===== config.mk =====
export PLATFORM = sky130hd
export DESIGN_NAME = sevenseg_scan
export DESIGN_NICKNAME = d
export VERILOG_FILES = /design/src/rtl/sevenseg_scan.sv
export SDC_FILE = /design/constraint.sdc
export NUM_CORES = 1
export LEC_CHECK = 0
export ABC_CLOCK_PERIOD_IN_PS = 2400
export BUFFER_PORTS_ARGS = -buffer_cell sky130_fd_sc_hd__buf_2
export CAP_MARGIN = 10
export CORE_UTILIZATION = 55
export CTS_BUF_LIST = sky130_fd_sc_hd__clkbuf_8
export CTS_CLUSTER_DIAMETER = 150
export DETAILED_ROUTE_END_ITERATION = 8
export PLACE_DENSITY = 0.76
export SLEW_MARGIN = 20
export SYNTH_ARGS = -nofsm -noshare
export SYNTH_HDL_FRONTEND = slang
export SYNTH_SLANG_ARGS = --single-unit

===== constraint.sdc =====
create_clock -name clk -period 2.4 [get_ports clk]
set_input_delay 0.48 -clock clk [delete_from_list [all_inputs] [get_ports clk]]
set_output_delay 0.48 -clock clk [all_outputs]
set_load 0.03 [all_outputs]

===== src/rtl/sevenseg_scan.sv =====
// sevenseg_scan
//   Multiplexed hex display driver. NUM_DIGITS digits share one segment bus;
//   a refresh divider steps a digit index so that one digit enable is active
//   at a time. Each digit slot begins with GUARD_CYC blank cycles so the
//   previous digit's pattern cannot ghost onto the next anode. New display
//   data is double-buffered and committed only at the frame wrap, so a frame
//   never shows a mix of old and new values.
//
//   Optional feature (macro SEVENSEG_SCAN_LZ_BLANK_EN):
//     Leading-zero suppression. When the macro is defined, leading zero digits
//     are blanked at commit time. Digit 0 is never suppressed.
//
// Ports
//   clk        system clock
//   rst_n      asynchronous active-low reset
//   value_i    hex nibbles, digit 0 = value_i[3:0] (rightmost)
//   load_i     one-cycle strobe, captures value_i and blank_i
//   blank_i    per-digit force-blank, captured with value_i
//   dp_i       per-digit decimal point, used live
//   seg_o      segments, seg_o[6]=a ... seg_o[0]=g
//   dp_o       decimal point pin
//   an_o       digit enables
//   pending_o  a loaded value is waiting for the frame boundary
//   frame_o    one-cycle pulse in the cycle after each frame wrap
//
// Handshake: load_i is a single-cycle strobe with no back-pressure. Every
// load is accepted. A load outside the wrap cycle lands in the shadow
// register and raises pending_o. A load in the wrap cycle goes straight to
// the display registers. The last load before the wrap wins.
module sevenseg_scan #(
   parameter int NUM_DIGITS     = 4,
   parameter int REFRESH_DIV    = 100000,
   parameter int GUARD_CYC      = 8,
   parameter int SEG_ACTIVE_LOW = 1,
   parameter int DIG_ACTIVE_LOW = 1
) (
   input  logic                    clk,
   input  logic                    rst_n,
   input  logic [4*NUM_DIGITS-1:0] value_i,
   input  logic                    load_i,
   input  logic [NUM_DIGITS-1:0]   blank_i,
   input  logic [NUM_DIGITS-1:0]   dp_i,
   output logic [6:0]              seg_o,
   output logic                    dp_o,
   output logic [NUM_DIGITS-1:0]   an_o,
   output logic                    pending_o,
   output logic                    frame_o
);

   localparam int DIV_W = (REFRESH_DIV > 1) ? $clog2(REFRESH_DIV) : 1;
   localparam int IDX_W = (NUM_DIGITS > 1) ? $clog2(NUM_DIGITS) : 1;

   localparam logic [DIV_W-1:0]      DIV_LAST = DIV_W'(REFRESH_DIV - 1);
   localparam logic [IDX_W-1:0]      IDX_LAST = IDX_W'(NUM_DIGITS - 1);
   localparam logic [DIV_W-1:0]      GUARD_V  = DIV_W'(GUARD_CYC);
   localparam logic [6:0]            SEG_OFF  = (SEG_ACTIVE_LOW != 0) ? 7'h7F : 7'h00;
   localparam logic                  DP_OFF   = (SEG_ACTIVE_LOW != 0);
   localparam logic [NUM_DIGITS-1:0] AN_OFF   = (DIG_ACTIVE_LOW != 0) ? '1 : '0;

   // Active-high abcdefg pattern for one hex nibble.
   function automatic logic [6:0] decode(input logic [3:0] nib);
      logic [6:0] s;
      case (nib)
         4'h0: s = 7'h7E;
         4'h1: s = 7'h30;
         4'h2: s = 7'h6D;
         4'h3: s = 7'h79;
         4'h4: s = 7'h33;
         4'h5: s = 7'h5B;
         4'h6: s = 7'h5F;
         4'h7: s = 7'h70;
         4'h8: s = 7'h7F;
         4'h9: s = 7'h7B;
         4'hA: s = 7'h77;
         4'hB: s = 7'h1F;
         4'hC: s = 7'h4E;
         4'hD: s = 7'h3D;
         4'hE: s = 7'h4F;
         default: s = 7'h47;
      endcase
      return s;
   endfunction

`ifdef SEVENSEG_SCAN_LZ_BLANK_EN
   // Digit k is suppressed when it and every digit above it are zero.
   // Digit 0 is never suppressed.
   function automatic logic [NUM_DIGITS-1:0] lz_mask(input logic [4*NUM_DIGITS-1:0] v);
      logic                  all_zero;
      logic [NUM_DIGITS-1:0] m;
      all_zero = 1'b1;
      m        = '0;
      for (int k = NUM_DIGITS - 1; k >= 1; k--) begin
         all_zero = all_zero & (v[4*k +: 4] == 4'h0);
         m[k]     = all_zero;
      end
      return m;
   endfunction
`endif

   // Scan state
   logic [DIV_W-1:0]        div;
   logic [IDX_W-1:0]        idx;
   logic                    slot_end;
   logic                    wrap;

   // Display and shadow data
   logic [4*NUM_DIGITS-1:0] disp_val;
   logic [NUM_DIGITS-1:0]   disp_blank;
   logic [4*NUM_DIGITS-1:0] pend_val;
   logic [NUM_DIGITS-1:0]   pend_blank;
   logic [4*NUM_DIGITS-1:0] commit_val;
   logic [NUM_DIGITS-1:0]   commit_blank;

   // Next output values
   logic [NUM_DIGITS-1:0]   sel;
   logic [3:0]              cur_nib;
   logic                    cur_blank;
   logic                    cur_dp;
   logic                    guard;
   logic [NUM_DIGITS-1:0]   an_nxt;
   logic [6:0]              seg_nxt;
   logic                    dp_nxt;

   assign slot_end = (div == DIV_LAST);
   assign wrap     = slot_end && (idx == IDX_LAST);

   // A load in the wrap cycle bypasses the shadow register.
   always_comb begin
      commit_val   = load_i ? value_i : pend_val;
      commit_blank = load_i ? blank_i : pend_blank;
`ifdef SEVENSEG_SCAN_LZ_BLANK_EN
      commit_blank = commit_blank | lz_mask(commit_val);
`endif
   end

   always_ff @(posedge clk or negedge rst_n) begin
      if (!rst_n) begin
         div <= '0;
         idx <= '0;
      end else if (slot_end) begin
         div <= '0;
         idx <= (idx == IDX_LAST) ? '0 : idx + 1'b1;
      end else begin
         div <= div + 1'b1;
      end
   end

   always_ff @(posedge clk or negedge rst_n) begin
      if (!rst_n) begin
         disp_val   <= '0;
         disp_blank <= '1;
         pend_val   <= '0;
         pend_blank <= '0;
         pending_o  <= 1'b0;
         frame_o    <= 1'b0;
      end else begin
         frame_o <= wrap;
         if (wrap) begin
            if (load_i || pending_o) begin
               disp_val   <= commit_val;
               disp_blank <= commit_blank;
            end
            pending_o <= 1'b0;
         end else if (load_i) begin
            pend_val   <= value_i;
            pend_blank <= blank_i;
            pending_o  <= 1'b1;
         end
      end
   end

   // Select the current digit's data with a compare per digit. This keeps
   // indexing in range for every NUM_DIGITS.
   always_comb begin
      sel       = '0;
      cur_nib   = 4'h0;
      cur_blank = 1'b1;
      cur_dp    = 1'b0;
      for (int k = 0; k < NUM_DIGITS; k++) begin
         if (idx == IDX_W'(k)) begin
            sel[k]    = 1'b1;
            cur_nib   = disp_val[4*k +: 4];
            cur_blank = disp_blank[k];
            cur_dp    = dp_i[k];
         end
      end

      guard   = (div < GUARD_V);
      an_nxt  = AN_OFF;
      seg_nxt = SEG_OFF;
      dp_nxt  = DP_OFF;
      if (!guard) begin
         an_nxt = (DIG_ACTIVE_LOW != 0) ? ~sel : sel;
         if (!cur_blank) begin
            seg_nxt = (SEG_ACTIVE_LOW != 0) ? ~decode(cur_nib) : decode(cur_nib);
         end
         dp_nxt = (SEG_ACTIVE_LOW != 0) ? ~cur_dp : cur_dp;
      end
   end

   always_ff @(posedge clk or negedge rst_n) begin
      if (!rst_n) begin
         an_o  <= AN_OFF;
         seg_o <= SEG_OFF;
         dp_o  <= DP_OFF;
      end else begin
         an_o  <= an_nxt;
         seg_o <= seg_nxt;
         dp_o  <= dp_nxt;
      end
   end

endmodule

==> metrics.cfg <==
[critical_path]
rrSetupSlack_ps = 140
reg2reg_depth = 10
critPathMaxStageDelay_ps = 410
critPathMaxFanout = 9
required_ps = 2660
crit_path_end_kind = register
r2r-start = idx[0]
critPathKind = register to register
crit_arrival_ps = 2510
worst_r2r_endpoint = seg_o[6]
critPathSlowestCell = dfrtp_1
crit_chain = inv_1 -> ha_1 -> nand2b_1 -> o22ai_1 -> a21oi_1 -> buf_4 -> ha_1 -> or3_1 -> o21ai_0 -> o21ai_0
worst_setup_path_start_kind = register
cp_num_buf_inv = 2
crit_family = adder cells

[synth]
synthTopCellsByArea = dfrtp_1, dfstp_2, a2bb2oi_1
synth_fp_nets = 373
synth.avg_cell_area_um2 = 10.8
synth_cell_types = 47
synthCells = 335
ys_ff_latch = 73
ys_warn_count = 0
yosysTopAreaCell = dfrtp_1
synth_edf_count = 0
ys_seq_area_share_pct = 51.2
synth_area_um2 = 3610
ys_async_sr_fraction_pct = 100
synth_ff_type = dfrtp_1
synth.top_cell.area_share_pct = 39.6

[sta]
fmax_ghz = 0.443
setup_viol = 0
rsz0062_at_grt = false
period_share_pct = 94.1
slew_viol_final = 0
max_slew_margin_pct = 66.2
worst_pin_slew_ps = 503
finClkSkew_ps = 12.4
period_minus_slack_ps = 2260
setup_tns_ps = 0
hold_violations = 0

[grt]
grt_pass1_wl_mm = 12.2
track_usage_pct = 22.2
antenna_found_initial = 0
overflow = 0
grt_max_degree = 74
grt_pass1_vias = 2572

[routing]
drt_pass1_iterations = 4
antenna_left = 0
wl_per_cell_um = 15.0
num_vias = 2582
drc = 0
initialDrtViolationCount = 101
drt_wl_total_mm = 7.04
vias_per_cell = 5.51

[cells_and_area]
fin_nets = 425
n_antenna_cell = 0
mostFrequentLayoutCells = dfrtp_1, buf_2, inv_1, nand3_1, o21ai_0
fill_cells = 506
ff_latch_area_um2 = 1850
multi_input_area_um2 = 1570
area_delta_synth_final_pct = 14.7
drive_gt1_share_pct = 26.5
mostFrequentLayoutCell = dfrtp_1

[pwr]
internal_power_mw = 1.74
power_mw = 2.29
p_leak_nw = 1.99
share_seq_of_total_power_pct = 56.0
p_sw_uw = 552
cellPowerDensity_nw_per_um2 = 554
p_sw_share_pct = 24.1
clock_power_share_pct = 36.9
vdd_drop_max_mv = 0.470
combPwrFrac_pct = 7.0

[min_path]
hp-class = primary input to async pin

[floorplan]
io_pins = 41
rows = 29
core_um2 = 6350
initial_core_util_pct = 56.8
fp.dieH_um = 83.0
fp.dieW_um = 83.0
die-area_um2 = 6880

[status]
status = complete, no violations

[placement]
portBuffers = 40
place_congestion = 0.853
dp_hpwl_mm = 4.90

[clocking]
ctsHoldBuffers = 0
ctsHtreeMaxLevel = 3
clk_path_buf_depth = 2
cts_sinks = 73
clk_pin_slew_ps = 80
cts_tree = built
clk_latency_ps = 350
cts_root_buf = clkbuf_8
numCtsBuffers = 9

[run]
maxCapViolations = 0

==> metal layers <==
layer  part of all wire, %  vias up  track usage, %  wire length, µm
met2                    49       44            35.3             3440
met5                     0        -               0                0
met3                   2.8       15            4.47              198
met4                   2.2        0            10.2              152
li1                      -     1280               -                -
met1                    46     1243            29.4             3250
==> sequential cells by signal (all words and copies together), names as in the netlist, 2 cells and up <==
signal and flops:
an_o 4, disp_blank 4, disp_val 16, div 17, idx 2, pend_blank 4
pend_val 16, seg_o 7
==> synth_stat cells (8+ instances only) <==
cell	number
nor2_1	16
nand2_1	21
mux2_4	10
ha_1	11
dfstp_2	16
clkbuf_1	9
a2bb2oi_1	20
dfrtp_1	57
nand3_1	29
xor2_1	8
o21ai_0	23
mux2_1	10
inv_1	27
==> per-stage QoR <==
| stage | utilization, % | hold slack [ps] | std cells | instance area (µm²) | setup WS [ps] |
|---|---|---|---|---|---|
| finish | 65.1 | 130 | 469 | 4140 | 141 |
| global route | 65.1 | 172 | 469 | 4140 | 11.9 |
| CTS | 65.1 | 147 | 469 | 4130 | 101 |
| detailed placement | 62.3 | 481 | 453 | 3960 | 42.4 |
| global placement | 62.3 | 473 | 453 | 3960 | 218 |
| floorplan | - | 184 | 335 | 3610 | 206 |
==> how the worst max path moves through the flow <==
stage,startpoint,end,slack (ps),cells after the start
finish,idx[0],seg_o[6],140,10
CTS,idx[0],seg_o[0],100,10
detailed placement,idx[0],seg_o[0],40,10
global placement,idx[0],seg_o[6],220,10
global route,div[13],disp_blank[3],10,7
floorplan,idx[1],seg_o[0],210,11
==> area by class of cell <==
type	instances	share of cell area, %
tap	77	2.33
sequential	73	44.6
inverter	27	2.45
clock buffer	10	3.33
clock inverter	6	0.877
timing repair buffer	58	8.41
multi-input combinational	218	38.0
==> repair_timing <==
item | CTS | global route
pin swaps | 0 | 0
resized for setup | 1 | 1
setup buffers | 0 | 0
endpoints found under the setup margin | 2 | 2
endpoints found under the hold margin | 0 | 0
==> power groups by stage <==
stage / clock, mW / combinational [mW] / sequential (mW)
detailed placement: 0 / 0.163 / 1.31
finish: 0.847 / 0.161 / 1.28
global placement: 0 / 0.159 / 1.30
global route: 0.915 / 0.183 / 1.29
floorplan: 0 / 0.0954 / 1.30
CTS: 0.866 / 0.164 / 1.28
==> cells by family after synthesis <==
family                   synth area share, %
AND/OR/NAND/NOR                         14.7
flip-flops                              51.2
multiplexers                            8.43
AO/OA/AOI/OAI                           12.8
buffers and inverters                   5.41
XOR/XNOR                                3.64
adder cells (fa/ha/maj)                 3.82
Power figures use the tool's default switching activity.
